## src/rtl/vga_pkg.sv

```systemverilog
// Shared types and constants for the VGA cursor/grid renderer.
package vga_pkg;

  typedef logic [11:0] rgb12_t;
  typedef logic [4:0]  cell_t;

  localparam int CELL_SHIFT = 5;
  localparam int N_COLS     = 32;
  localparam int N_ROWS     = 24;

  localparam rgb12_t BG_DEFAULT     = 12'h000;
  localparam rgb12_t GRID_DEFAULT   = 12'h444;
  localparam rgb12_t CURSOR_DEFAULT = 12'hF80;

endpackage

```

## src/rtl/vga_cursor_grid_renderer_cursor_ctrl.sv

```systemverilog
// Cursor position register with sticky move requests, applied only at frame start.
module cursor_ctrl
  import vga_pkg::*;
#(
  parameter int INIT_COL = 0,
  parameter int INIT_ROW = 0
) (
  input  logic  clk,
  input  logic  rst_n,
  input  logic  frame_start,
  input  logic  mv_up,
  input  logic  mv_down,
  input  logic  mv_left,
  input  logic  mv_right,
  output cell_t cur_col,
  output cell_t cur_row
);

  localparam cell_t COL_MAX = cell_t'(N_COLS - 1);
  localparam cell_t ROW_MAX = cell_t'(N_ROWS - 1);

  // Pending flags ordered {up, down, left, right}.
  logic [3:0] pend_q, pend_d, pulses;
  cell_t      col_q, col_d, row_q, row_d;

  assign pulses = {mv_up, mv_down, mv_left, mv_right};

  always_comb begin
    pend_d = pend_q | pulses;
    col_d  = col_q;
    row_d  = row_q;
    if (frame_start) begin
      // A pulse landing on the frame-start cycle waits for the next frame.
      pend_d = pulses;
      if (pend_q[0] && !pend_q[1] && col_q != COL_MAX) col_d = col_q + 5'd1;
      else if (pend_q[1] && !pend_q[0] && col_q != '0) col_d = col_q - 5'd1;
      if (pend_q[2] && !pend_q[3] && row_q != ROW_MAX) row_d = row_q + 5'd1;
      else if (pend_q[3] && !pend_q[2] && row_q != '0) row_d = row_q - 5'd1;
    end
  end

  always_ff @(posedge clk or negedge rst_n) begin
    if (!rst_n) begin
      pend_q <= '0;
      col_q  <= cell_t'(INIT_COL);
      row_q  <= cell_t'(INIT_ROW);
    end else begin
      pend_q <= pend_d;
      col_q  <= col_d;
      row_q  <= row_d;
    end
  end

  assign cur_col = col_q;
  assign cur_row = row_q;

endmodule

```

## src/rtl/vga_cursor_grid_renderer.sv

```systemverilog
// Two-stage pixel pipeline drawing a 32x24 cell grid with one highlighted cursor cell.
module vga_cursor_grid_renderer
  import vga_pkg::*;
#(
  parameter rgb12_t BG_COLOR     = BG_DEFAULT,
  parameter rgb12_t GRID_COLOR   = GRID_DEFAULT,
  parameter rgb12_t CURSOR_COLOR = CURSOR_DEFAULT,
  parameter int     INIT_COL     = 0,
  parameter int     INIT_ROW     = 0
) (
  input  logic       clk_vga,
  input  logic       rst_n,
  input  logic [9:0] hc_visible,
  input  logic [9:0] vc_visible,
  input  logic       hs,
  input  logic       vs,
  input  logic       mv_up,
  input  logic       mv_down,
  input  logic       mv_left,
  input  logic       mv_right,
  output rgb12_t     rgb,
  output logic       hs_out,
  output logic       vs_out
);

  function automatic rgb12_t pick_color(input logic act, input logic match, input logic grid);
    if (!act)       return 12'h000;
    else if (match) return CURSOR_COLOR;
    else if (grid)  return GRID_COLOR;
    else            return BG_COLOR;
  endfunction

  cell_t  cur_col, cur_row;
  logic   frame_start;
  logic   act_s0, match_s0, grid_s0;
  logic   act_p1_q, match_p1_q, grid_p1_q, hs_p1_q, vs_p1_q;
  rgb12_t rgb_p2_q;
  logic   hs_p2_q, vs_p2_q;

  assign frame_start = vs_p1_q & ~vs;

  cursor_ctrl #(
    .INIT_COL (INIT_COL),
    .INIT_ROW (INIT_ROW)
  ) u_cursor_ctrl (
    .clk         (clk_vga),
    .rst_n       (rst_n),
    .frame_start (frame_start),
    .mv_up       (mv_up),
    .mv_down     (mv_down),
    .mv_left     (mv_left),
    .mv_right    (mv_right),
    .cur_col     (cur_col),
    .cur_row     (cur_row)
  );

  assign act_s0   = (hc_visible != '0) && (vc_visible != '0);
  assign match_s0 = (hc_visible[9:CELL_SHIFT] == cur_col) && (vc_visible[9:CELL_SHIFT] == cur_row);
  assign grid_s0  = (hc_visible[CELL_SHIFT-1:0] == '0) || (vc_visible[CELL_SHIFT-1:0] == '0);

  // Stage 1: pixel classification and syncs
  always_ff @(posedge clk_vga or negedge rst_n) begin
    if (!rst_n) begin
      act_p1_q   <= 1'b0;
      match_p1_q <= 1'b0;
      grid_p1_q  <= 1'b0;
      hs_p1_q    <= 1'b1;
      vs_p1_q    <= 1'b1;
    end else begin
      act_p1_q   <= act_s0;
      match_p1_q <= match_s0;
      grid_p1_q  <= grid_s0;
      hs_p1_q    <= hs;
      vs_p1_q    <= vs;
    end
  end

  // Stage 2: colour and aligned syncs
  always_ff @(posedge clk_vga or negedge rst_n) begin
    if (!rst_n) begin
      rgb_p2_q <= 12'h000;
      hs_p2_q  <= 1'b1;
      vs_p2_q  <= 1'b1;
    end else begin
      rgb_p2_q <= pick_color(act_p1_q, match_p1_q, grid_p1_q);
      hs_p2_q  <= hs_p1_q;
      vs_p2_q  <= vs_p1_q;
    end
  end

  assign rgb    = rgb_p2_q;
  assign hs_out = hs_p2_q;
  assign vs_out = vs_p2_q;

endmodule

```

## config.mk

```make
export PLATFORM = sky130hd
export DESIGN_NAME = vga_cursor_grid_renderer
export DESIGN_NICKNAME = d
export VERILOG_FILES = /design/src/rtl/vga_pkg.sv /design/src/rtl/vga_cursor_grid_renderer_cursor_ctrl.sv /design/src/rtl/vga_cursor_grid_renderer.sv
export SDC_FILE = /design/constraint.sdc
export NUM_CORES = 1
export LEC_CHECK = 0
export CORE_MARGIN = 5
export CORE_UTILIZATION = 46
export DETAILED_ROUTE_END_ITERATION = 7
export PLACE_DENSITY = 0.84
export REMOVE_ABC_BUFFERS = 1
export SLEW_MARGIN = 20
export SYNTH_ARGS = -nofsm -noshare
export SYNTH_HDL_FRONTEND = slang
export SYNTH_SLANG_ARGS = --single-unit
```

## constraint.sdc

```tcl
create_clock -name clk_vga -period 2.4 [get_ports clk_vga]
set_input_delay 0.36 -clock clk_vga [delete_from_list [all_inputs] [get_ports clk_vga]]
set_output_delay 0.36 -clock clk_vga [all_outputs]
set_load 0.02 [all_outputs]
```

==> results of run 1 <==
[sequential cells by signal (all words and copies together), names as in the netlist]
signal / cells
rgb: 3
u_cursor_ctrl.pend_q: 4
u_cursor_ctrl.cur_col: 5
vs_p1_q: 1
vs_out: 1
act_p1_q: 1
match_p1_q: 1
u_cursor_ctrl.cur_row: 5
grid_p1_q: 1
hs_out: 1
hs_p1_q: 1
[logic make-up after synthesis]
logic type                 after synthesis  share of synthesized area
muxes                                    6                     0.0493
AOI/OAI and AO/OA                       22                      0.126
other                                    1                    0.00273
xor gates and xnor gates                18                      0.115
DFF                                     24                      0.442
adders and majority gates                8                     0.0839
buffers and inverters                   11                     0.0556
and+or+nand+nor                         28                      0.126
[metrics by stage]
step	total power, µW	std cells	hold slack [ns]	area, µm²	utilization
floorplan	1090	112	0.0644	1310	-
global placement	1250	180	0.350	1720	0.613
detailed placement	1290	180	0.349	1720	0.613
CTS	1500	184	0.368	1760	0.626
global route	1620	184	0.370	1760	0.626
finish	1500	184	0.367	1760	0.626
[layout make-up]
type | count | area (µm²)
multi-input combinational | 87 | 704
clock buffer | 4 | 36.3
fill | 224 | 1050
sequential | 24 | 606
timing repair buffer | 37 | 368
tap | 31 | 38.8
inverter | 1 | 3.75
[synth_stat cells, types with 3 or more instances]
master    n
dfrtp_1  20
xnor2_1  11
buf_4     9
a21o_1    8
xor2_1    7
ha_1      6
mux2_1    6
or4_1     5
a21oi_1   4
dfstp_2   4
nor2b_1   4
nand3_1   3
[worst reg2reg max path, stage by stage (launching register included)]
cell and delay (ns):
dfrtp_1 0.46, nand4b_1 0.25, o21ai_4 0.26, ha_1 0.28, a21o_1 0.18, a21oi_1 0.17, xnor2_1 0.09, mux2_1 0.30
[final timing paths]
| check | from | to | slack, ns | cells past startpoint |
|---|---|---|---|---|
| setup / recovery | u_cursor_ctrl.cur_row[3] | u_cursor_ctrl.cur_row[3] | 0.32 | 7 |
| hold / removal | hs_p1_q | hs_out | 0.37 | 0 |
| setup reg to reg | u_cursor_ctrl.cur_row[3] | u_cursor_ctrl.cur_row[3] | 0.32 | 7 |
| hold reg to reg | hs_p1_q | hs_out | 0.37 | 0 |
| max in group asynchronous | rst_n | hs_out | 1.72 | 2 |
| min in group asynchronous | rst_n | u_cursor_ctrl.pend_q[3] | 0.39 | 2 |
[routing by layer]
layer	GRT usage	wire (µm)	vias to the layer above
met1	0.168	1190	495
met3	0.0380	226	2
met5	0	0	-
li1	-	-	476
met4	0.0396	19	0
met2	0.284	1520	34
[power by group]
part / switching (µW) / leakage, µW / internal (µW)
registers: 165 / 0.000279 / 502
logic: 291 / 0.000399 / 329
clock network: 123 / 0.0000210 / 92.6
==> impl_results.md, run 1 <==
- Detail Route Antenna Nets: 0
- Syn_area_per_cell: 11.6 µm²
- Ys async rst share: 1.00
- RSZ-0062 raised after global routing: false
- Worst Path Max Fanout: 6
- Slowest CP cell: dfrtp_1
- Post-CTS Hold Buffers: 0
- CTS tree: yes
- Via density per instance: 5.47
- Area contributors post-synth: dfrtp_1 36%, dfstp_2 7.7%, xnor2_1 7.0%, ha_1 5.5%, buf_4 4.9%
- Setup violations, final: 0
- First-pass GRT wire length: 4.95 mm
- Power per cell area: 856 nW/µm²
- Post-cts sizing count: 0
- TNS Setup: 0 ns
- Family with the most delay on the worst path: compound AO/OA/AOI/OAI gates
- Minimum clock period: roughly 2.1 ns
- Final WL: 2.95 mm
- Number of synthesized flops with an enable pin: 0
- Die Height: 64.6 µm
- Critical Path Sink Type: flop
- Tot GR Track Use: 0.150
- #FFs+latches synth: 24
- Yosys warnings: 0
- Num rows: 19
- Core area: 2810 µm²
- Die W: 64.6 µm
- Share of the synthesized area in the top cell type: 0.365
- Dpl ws: 0.342 ns
- Primary FF master, synth: dfrtp_1
- Synth cell types: 32
- Max H-tree Level: 1
- Placer Congestion: approximately 0.81
- I/O pin count: 42
- Max clock buf depth: 2
- Grt ovf: 0
- Final Hold Fails: 0
- Crit path setup slack, layout: 0.316 ns
- Clk root buf: clkbuf_4
- Commonest non-fill, non-tap cells in the layout: 36 x clkdlybuf4s50_1, 20 x dfrtp_1, 11 x xnor2_1, 8 x a21o_1, 7 x xor2_1
- Maxcap violations: 0
- Peak VDD IR: 0.372 mV
- Initial antenna violation count: 0
- Critical Path RT: 2.61 ns
- P_leak: 0.000699 µW
- Number of diodes: 0
- WL/cell: roughly 16 µm
- # DRC: 0
- First-pass DRT Iterations: 4
- Register area share after synthesis: 0.442
- Commonest non-fill, non-tap cell in the layout: clkdlybuf4s50_1
- Vias: 1007
- PortBufs: 36
- Die Area: 4170 µm²
- Later-pin clock latency in the skew report: roughly 0.31 ns
- Clock sink count: 24
- Clk_skew: 0.00176 ns
- Worst hold path class: flop to flop
- Largest area contributor in the netlist: dfrtp_1
- Initial Util: 0.489
- Kind of critical path: flop to flop
- Largest net degree at the start of global routing: 25
- Max Slew Vio Count: 0
- Status: complete, no violations
- CP peak stage delay: between 0.4 and 0.5 ns
- Area Overhead vs Synth: 28.1%
- CTS buffer count: 3
- CP Launch Type: flop
- Dpl hpwl: 2.36 mm
- Cell area after synthesis: around 1400 µm²
- Postcts setup bufs: 0
- Fmax: about 0.48 GHz
- WP data arrival: between 2 and 2.5 ns
- Tcrit/Tclk final: 0.869
- Number of DRC markers in iteration 0: 27
- CP cell instances: nand4b_1 > o21ai_4 > ha_1 > a21o_1 > a21oi_1 > xnor2_1 > mux2_1
- Layout net count: 190
- Layout cell share with drive strength beyond 1: 0.0980
- Vias in the first global route: between 1000 and 1500
- Clock Pin Slew Worst Setup and Hold Paths: 0.13 ns
- Crit path buf inv count: 0
- Number of cells produced by synthesis: between 100 and 150
Note: power is estimated with default switching activity, not from simulation.
==> inputs of run 2 (changes only) <==
- GPL_TIMING_DRIVEN: not set -> 0
==> run 2 against run 1 <==
Via count fell by 1.1%. Hold slack worse by 0.38 ns. Flip-flop and latch count unchanged. The run now ends with negative hold slack left. Wire length decreased by 6.0%. Critical path depth unchanged.
==> impl_results.md, run 2 (synthesis gave the netlist of run 1 again) <==
- Status: finished, violations left
- Failing checks: negative hold slack
- Num rows: 19 (unchanged)
- Vias in the first global route: 1017 (-8.9%)
- Dpl hpwl: 2.28 mm (-3.2%)
- First-pass GRT wire length: 4.55 mm (-8.2%)
- Post-cts sizing count: 0 (unchanged)
- Max Slew Vio Count: 0 (unchanged)
- CP Launch Point: u_cursor_ctrl.cur_row[3]
- Final WL: 2.77 mm (-6.0%)
- Layout cell share with drive strength beyond 1: 0.0987 (+0.000645)
- CTS buffer count: 3 (unchanged)
- Core area: 2810 µm² (unchanged)
- CTS tree: yes
- Worst-Margin Slew: 0.520 ns
- Postcts setup bufs: 0 (unchanged)
- Tot GR Track Use: 0.143 (-0.00723)
- RSZ-0062 raised after global routing: false
- Commonest non-fill, non-tap cell in the layout: clkdlybuf4s50_1
- CP Capture Point: u_cursor_ctrl.cur_row[3]
- Clock Pin Slew Worst Setup and Hold Paths: 0.13 ns (about the same)
- Critical Path RT: 2.62 ns (about the same)
- Final Hold Fails: 11 (+11)
- Tcrit/Tclk final: 0.870 (+0.00118)
- Post-CTS Hold Buffers: 0 (unchanged)
- Peak VDD IR: 0.397 mV (+6.6%)
- Maxcap violations: 0 (unchanged)
- Filler Cell Count: 226 (+0.89%)
- Area Overhead vs Synth: 27.2%
- Clk_skew: 0.00860 ns (+0.00684 ns)
- Largest net degree at the start of global routing: 25 (unchanged)
- Minimum clock period: 2.09 ns (+0.00284 ns)
- Fmax: 0.479 GHz (-0.14%)
- Critical Path Sink Type: flop
- Layout net count: 189 (-0.53%)
- Clock sink count: 24 (unchanged)
- Worst R2R Setup Slack: 0.31 ns (about the same)
- Detail Route Antenna Nets: 0 (unchanged)
- WP data arrival: 2.31 ns (+0.02 ns)
- Later-pin clock latency in the skew report: 0.32 ns (about the same)
- Kind of critical path: flop to flop
- I/O pin count: 42 (unchanged)
- CP Launch Type: flop
- Post-Route Utilization: 0.622 (-0.00446)
- Placer Congestion: 0.803 (-1.4%)
- Number of diodes: 0 (unchanged)
- Final hold slack: -0.00940 ns (-0.376 ns)
- Worst Path Max Fanout: 6 (unchanged)
- Reg-to-Reg End: u_cursor_ctrl.cur_row[3]
- Non-Filler Instances: 183 (-0.54%)
- First-pass DRT Iterations: 4 (unchanged)
- Number of DRC markers in iteration 0: 23 (-15%)
- R2R Path Start: u_cursor_ctrl.cur_row[3]
- Die Height: 64.6 µm (unchanged)
- TNS Setup: 0 ns (unchanged)
- Worst hold path class: primary input to async pin
- Max clock buf depth: 2 (unchanged)
- Grt ovf: 0 (unchanged)
- Die W: 64.6 µm (unchanged)
- Rel. slew slack: 0.653
- Commonest non-fill, non-tap cells in the layout: 35 x clkdlybuf4s50_1, 20 x dfrtp_1, 11 x xnor2_1, 8 x a21o_1, 7 x xor2_1
- Tot Pwr: 1480 µW (-1.8%)
- Via density per instance: 5.44 (-0.55%)
- Initial antenna violation count: 0 (unchanged)
- PortBufs: 36 (unchanged)
- WL/cell: 15.2 µm (-5.5%)
- Setup violations, final: 0 (unchanged)
- Die Area: 4170 µm² (unchanged)
- Max H-tree Level: 1 (unchanged)
- Worst R2R Path Depth: 7 (unchanged)
- Vias: 996 (-1.1%)
- P_leak: 0.000694 µW (-0.68%)
- Initial Util: 0.489 (unchanged)
- Clk root buf: clkbuf_4
- # DRC: 0 (unchanged)
- Power per cell area: 846 nW/µm² (-1.1%)
- Dpl cells: 179 (-0.56%)
-- run 2: area by class of cell --
type / count / area (µm²) / share of cell area
Clock buffer: 4 / 36.3 / 0.0208
Inverter: 1 / 3.75 / 0.00215
Multi-Input combinational cell: 87 / 704 / 0.404
Sequential cell: 24 / 606 / 0.347
Tap cell: 31 / 38.8 / 0.0222
Timing Repair Buffer: 36 / 355 / 0.204
-- run 2: metrics by stage --
stage | hold slack [ns] | cell area, µm² | setup slack, ns
final | -0.00940 | 1740 | 0.313
after global routing | 0.0354 | 1740 | 0.208
after CTS | 0.371 | 1750 | 0.319
after detailed placement | 0.352 | 1710 | 0.358
after global placement | 0.349 | 1710 | 0.418
after floorplan | 0.0644 | 1310 | 0.515
-- run 2: routing by layer --
layer | part of all wire | up-vias | GRT usage
li1 | - | 477 | -
met4 | 0.018 | 0 | 0.0633
met1 | 0.43 | 484 | 0.166
met2 | 0.48 | 31 | 0.251
met3 | 0.065 | 4 | 0.0345
met5 | 0 | - | 0
-- run 2: worst min path at each step --
| stage | from | to | slack [ns] | cells after the start |
|---|---|---|---|---|
| floorplan | rst_n | act_p1_q | 0.06 | 0 |
| global placement | hs_p1_q | hs_out | 0.35 | 0 |
| detailed placement | hs_p1_q | hs_out | 0.35 | 0 |
| CTS | hs_p1_q | hs_out | 0.37 | 0 |
| global route | rst_n | u_cursor_ctrl.pend_q[2] | 0.04 | 1 |
| finish | rst_n | u_cursor_ctrl.pend_q[2] | -0.009 | 1 |
-- run 2: power by group --
part | switching, µW | internal [µW] | leakage (µW) | total (µW)
Combinational | 276 | 327 | 0.000394 | 603
Clock | 119 | 92.8 | 0.0000210 | 212
Sequential | 159 | 502 | 0.000279 | 661
Total | 554 | 922 | 0.000694 | 1480
-- run 2: worst max-delay path: stages (launching register included) --
cell and delay [ns]:
dfrtp_1 0.46, nand4b_1 0.25, o21ai_4 0.26, ha_1 0.28
a21o_1 0.18, a21oi_1 0.19, xnor2_1 0.08, mux2_1 0.29
==> inputs of run 3 (changes only) <==
- CORE_MARGIN: 5 -> not set
==> run 3 against run 2 <==
Sequential power grew 1%. Count of clock-buffer cells in the layout shrank 1. Power grew 6.8%. First-iteration DRC count shrank 22%. Flip-flop and latch count is the same. Critical path type unchanged. Final cell count is the same. Global-route usage grew 4.7 points. Combinational power grew 2%. Critical path depth is the same. Utilization grew 1.1 points. The run still ends with negative hold slack left. Hold slack gained 0.0033 ns. Worst setup slack lost 0.010 ns.
==> impl_results.md, run 3 (synthesis gave the netlist of run 1 again) <==
- Worst R2R Setup Slack: 0.30 ns (about the same)
- Kind of critical path: flop to flop
- Commonest non-fill, non-tap cells in the layout: 35 x clkdlybuf4s50_1, 20 x dfrtp_1, 11 x xnor2_1, 8 x a21o_1, 7 x xor2_1
- Die Height: 56.6 µm (-12%)
- Commonest non-fill, non-tap cell in the layout: clkdlybuf4s50_1
- P_leak: 0.000701 µW (+1.0%)
- Detail Route Antenna Nets: 0 (unchanged)
- Worst-Margin Slew: 0.538 ns (+0.0170 ns)
- Tot Pwr: 1580 µW (+6.8%)
- Final hold slack: -0.00615 ns (+0.00325 ns)
- Failing checks: negative hold slack
- Max clock buf depth: 2 (unchanged)
- Final WL: 2.72 mm (-2.0%)
- Vias: 1008 (+1.2%)
- Placer Congestion: 0.814 (+1.4%)
- Max H-tree Level: 1 (unchanged)
- Post-cts sizing count: 0 (unchanged)
- Final Hold Fails: 14 (+3)
- # DRC: 0 (unchanged)
- WL/cell: 14.9 µm (-2.0%)
- Clk_skew: 0.00754 ns (-0.00106 ns)
- Die W: 56.6 µm (-12%)
- Die Area: 3200 µm² (-23%)
- CP cell instances: nand4b_1 > o21ai_4 > ha_1 > a21o_1 > a21oi_1 > xnor2_1 > mux2_1
- CTS buffer count: 3 (unchanged)
- Area Overhead vs Synth: 28.4%
- Vias in the first global route: 1064 (+4.6%)
- Core area: 2780 µm² (-0.85%)
- PortBufs: 36 (unchanged)
- CP peak stage delay: 0.48 ns (+0.02 ns)
- I/O pin count: 42 (unchanged)
- Power per cell area: 896 nW/µm² (+5.8%)
- Status: finished, violations left
- Minimum clock period: 2.10 ns (+0.0103 ns)
- Setup violations, final: 0 (unchanged)
- Layout net count: 189 (unchanged)
- Initial antenna violation count: 0 (unchanged)
- WP data arrival: 2.32 ns (about the same)
- TNS Setup: 0 ns (unchanged)
- Via density per instance: 5.51 (+1.2%)
- CTS tree: yes
- Num rows: 19 (unchanged)
- Grt ovf: 0 (unchanged)
- Tot GR Track Use: 0.190 (+0.0472)
- Worst R2R Path Depth: 7 (unchanged)
- Clock sink count: 24 (unchanged)
- Tcrit/Tclk final: 0.874 (+0.00430)
- Largest net degree at the start of global routing: 25 (unchanged)
- R2R Path Start: u_cursor_ctrl.cur_row[3]
- First-pass DRT Iterations: 4 (unchanged)
- Rel. slew slack: 0.642 (-0.0114)
- Number of DRC markers in iteration 0: 18 (-22%)
- Postcts setup bufs: 0 (unchanged)
- Reg-to-Reg End: u_cursor_ctrl.cur_row[3]
- Worst hold path class: primary input to async pin
- RSZ-0062 raised after global routing: false
- Number of diodes: 0 (unchanged)
- Critical Path Sink Type: flop
- Fmax: 0.477 GHz (-0.49%)
- Maxcap violations: 0 (unchanged)
- Clk root buf: clkbuf_4
- Post-CTS Hold Buffers: 0 (unchanged)
- Critical Path RT: 2.63 ns (about the same)
- Clock Pin Slew Worst Setup and Hold Paths: 0.14 ns (about the same)
- Initial Util: 0.493 (+0.00418)
- Dpl hpwl: 2.16 mm (-5.2%)
- Max Slew Vio Count: 0 (unchanged)
- Peak VDD IR: 0.711 mV (+79%)
- First-pass GRT wire length: 4.64 mm (+2.1%)
- Slowest CP cell: dfrtp_1
- Layout cell share with drive strength beyond 1: 0.0987 (unchanged)
- Later-pin clock latency in the skew report: 0.32 ns (about the same)
- CP Launch Type: flop
- Worst Path Max Fanout: 6 (unchanged)
run 3: changes by cell type in the layout (fill, tap and decap cells not counted), sizes merged:
| cell | previous run | this run |
|---|---|---|
| bufinv | 0 | 1 |
| clkbuf | 4 | 3 |
run 3: per-layer routing:
| layer | GRT usage | share of wire |
|---|---|---|
| met1 | 0.222 | 0.40 |
| met2 | 0.324 | 0.50 |
| met3 | 0.0415 | 0.070 |
| met4 | 0.101 | 0.029 |
| met5 | 0 | 0 |
run 3: critical path, delay by kind of cell, from the launching register on:
kind | cells | cell delay, ns
flip-flops | 1 | 0.48
AO/OA/AOI/OAI | 3 | 0.61
multiplexers | 1 | 0.29
AND/OR/NAND/NOR | 1 | 0.26
adder cells (fa/ha/maj) | 1 | 0.28
XOR/XNOR | 1 | 0.08
run 3: area by class of cell:
class                   count  area (µm²)
clock inverters             1        30.0
flip-flops and latches     24         606
repair buffers             36         355
multi-input cells          87         704
fillers                   225        1020
well taps                  31        38.8
clock buffers               3        22.5
inverters                   1        3.75
run 3: through the flow:
stage	std cells	util	hold slack (ns)	worst slack [ns]	area [µm²]
6_report	183	0.633	-0.00615	0.302	1760
5_1_grt	183	0.633	0.0219	0.215	1760
4_1_cts	183	0.635	0.373	0.313	1770
3_5_place_dp	179	0.616	0.354	0.335	1710
3_3_place_gp	179	0.616	0.348	0.414	1710
2_1_floorplan	112	-	0.0644	0.515	1310
run 3: how the worst max path moves through the flow:
stage / startpoint / to / cells after the start
after floorplan: u_cursor_ctrl.cur_row[3] / u_cursor_ctrl.cur_row[3] / 7
after global placement: u_cursor_ctrl.cur_row[3] / u_cursor_ctrl.cur_row[3] / 7
after detailed placement: u_cursor_ctrl.cur_row[3] / u_cursor_ctrl.cur_row[3] / 7
after CTS: u_cursor_ctrl.cur_row[3] / u_cursor_ctrl.cur_row[3] / 7
after global routing: u_cursor_ctrl.cur_row[3] / u_cursor_ctrl.cur_row[3] / 7
final: u_cursor_ctrl.cur_row[3] / u_cursor_ctrl.cur_row[3] / 7
run 3: power by group:
part	internal [µW]	leakage, µW	switching, µW
clock	169	0.0000279	127
combinational	330	0.000394	282
sequential	502	0.000279	166
total	1000	0.000701	575
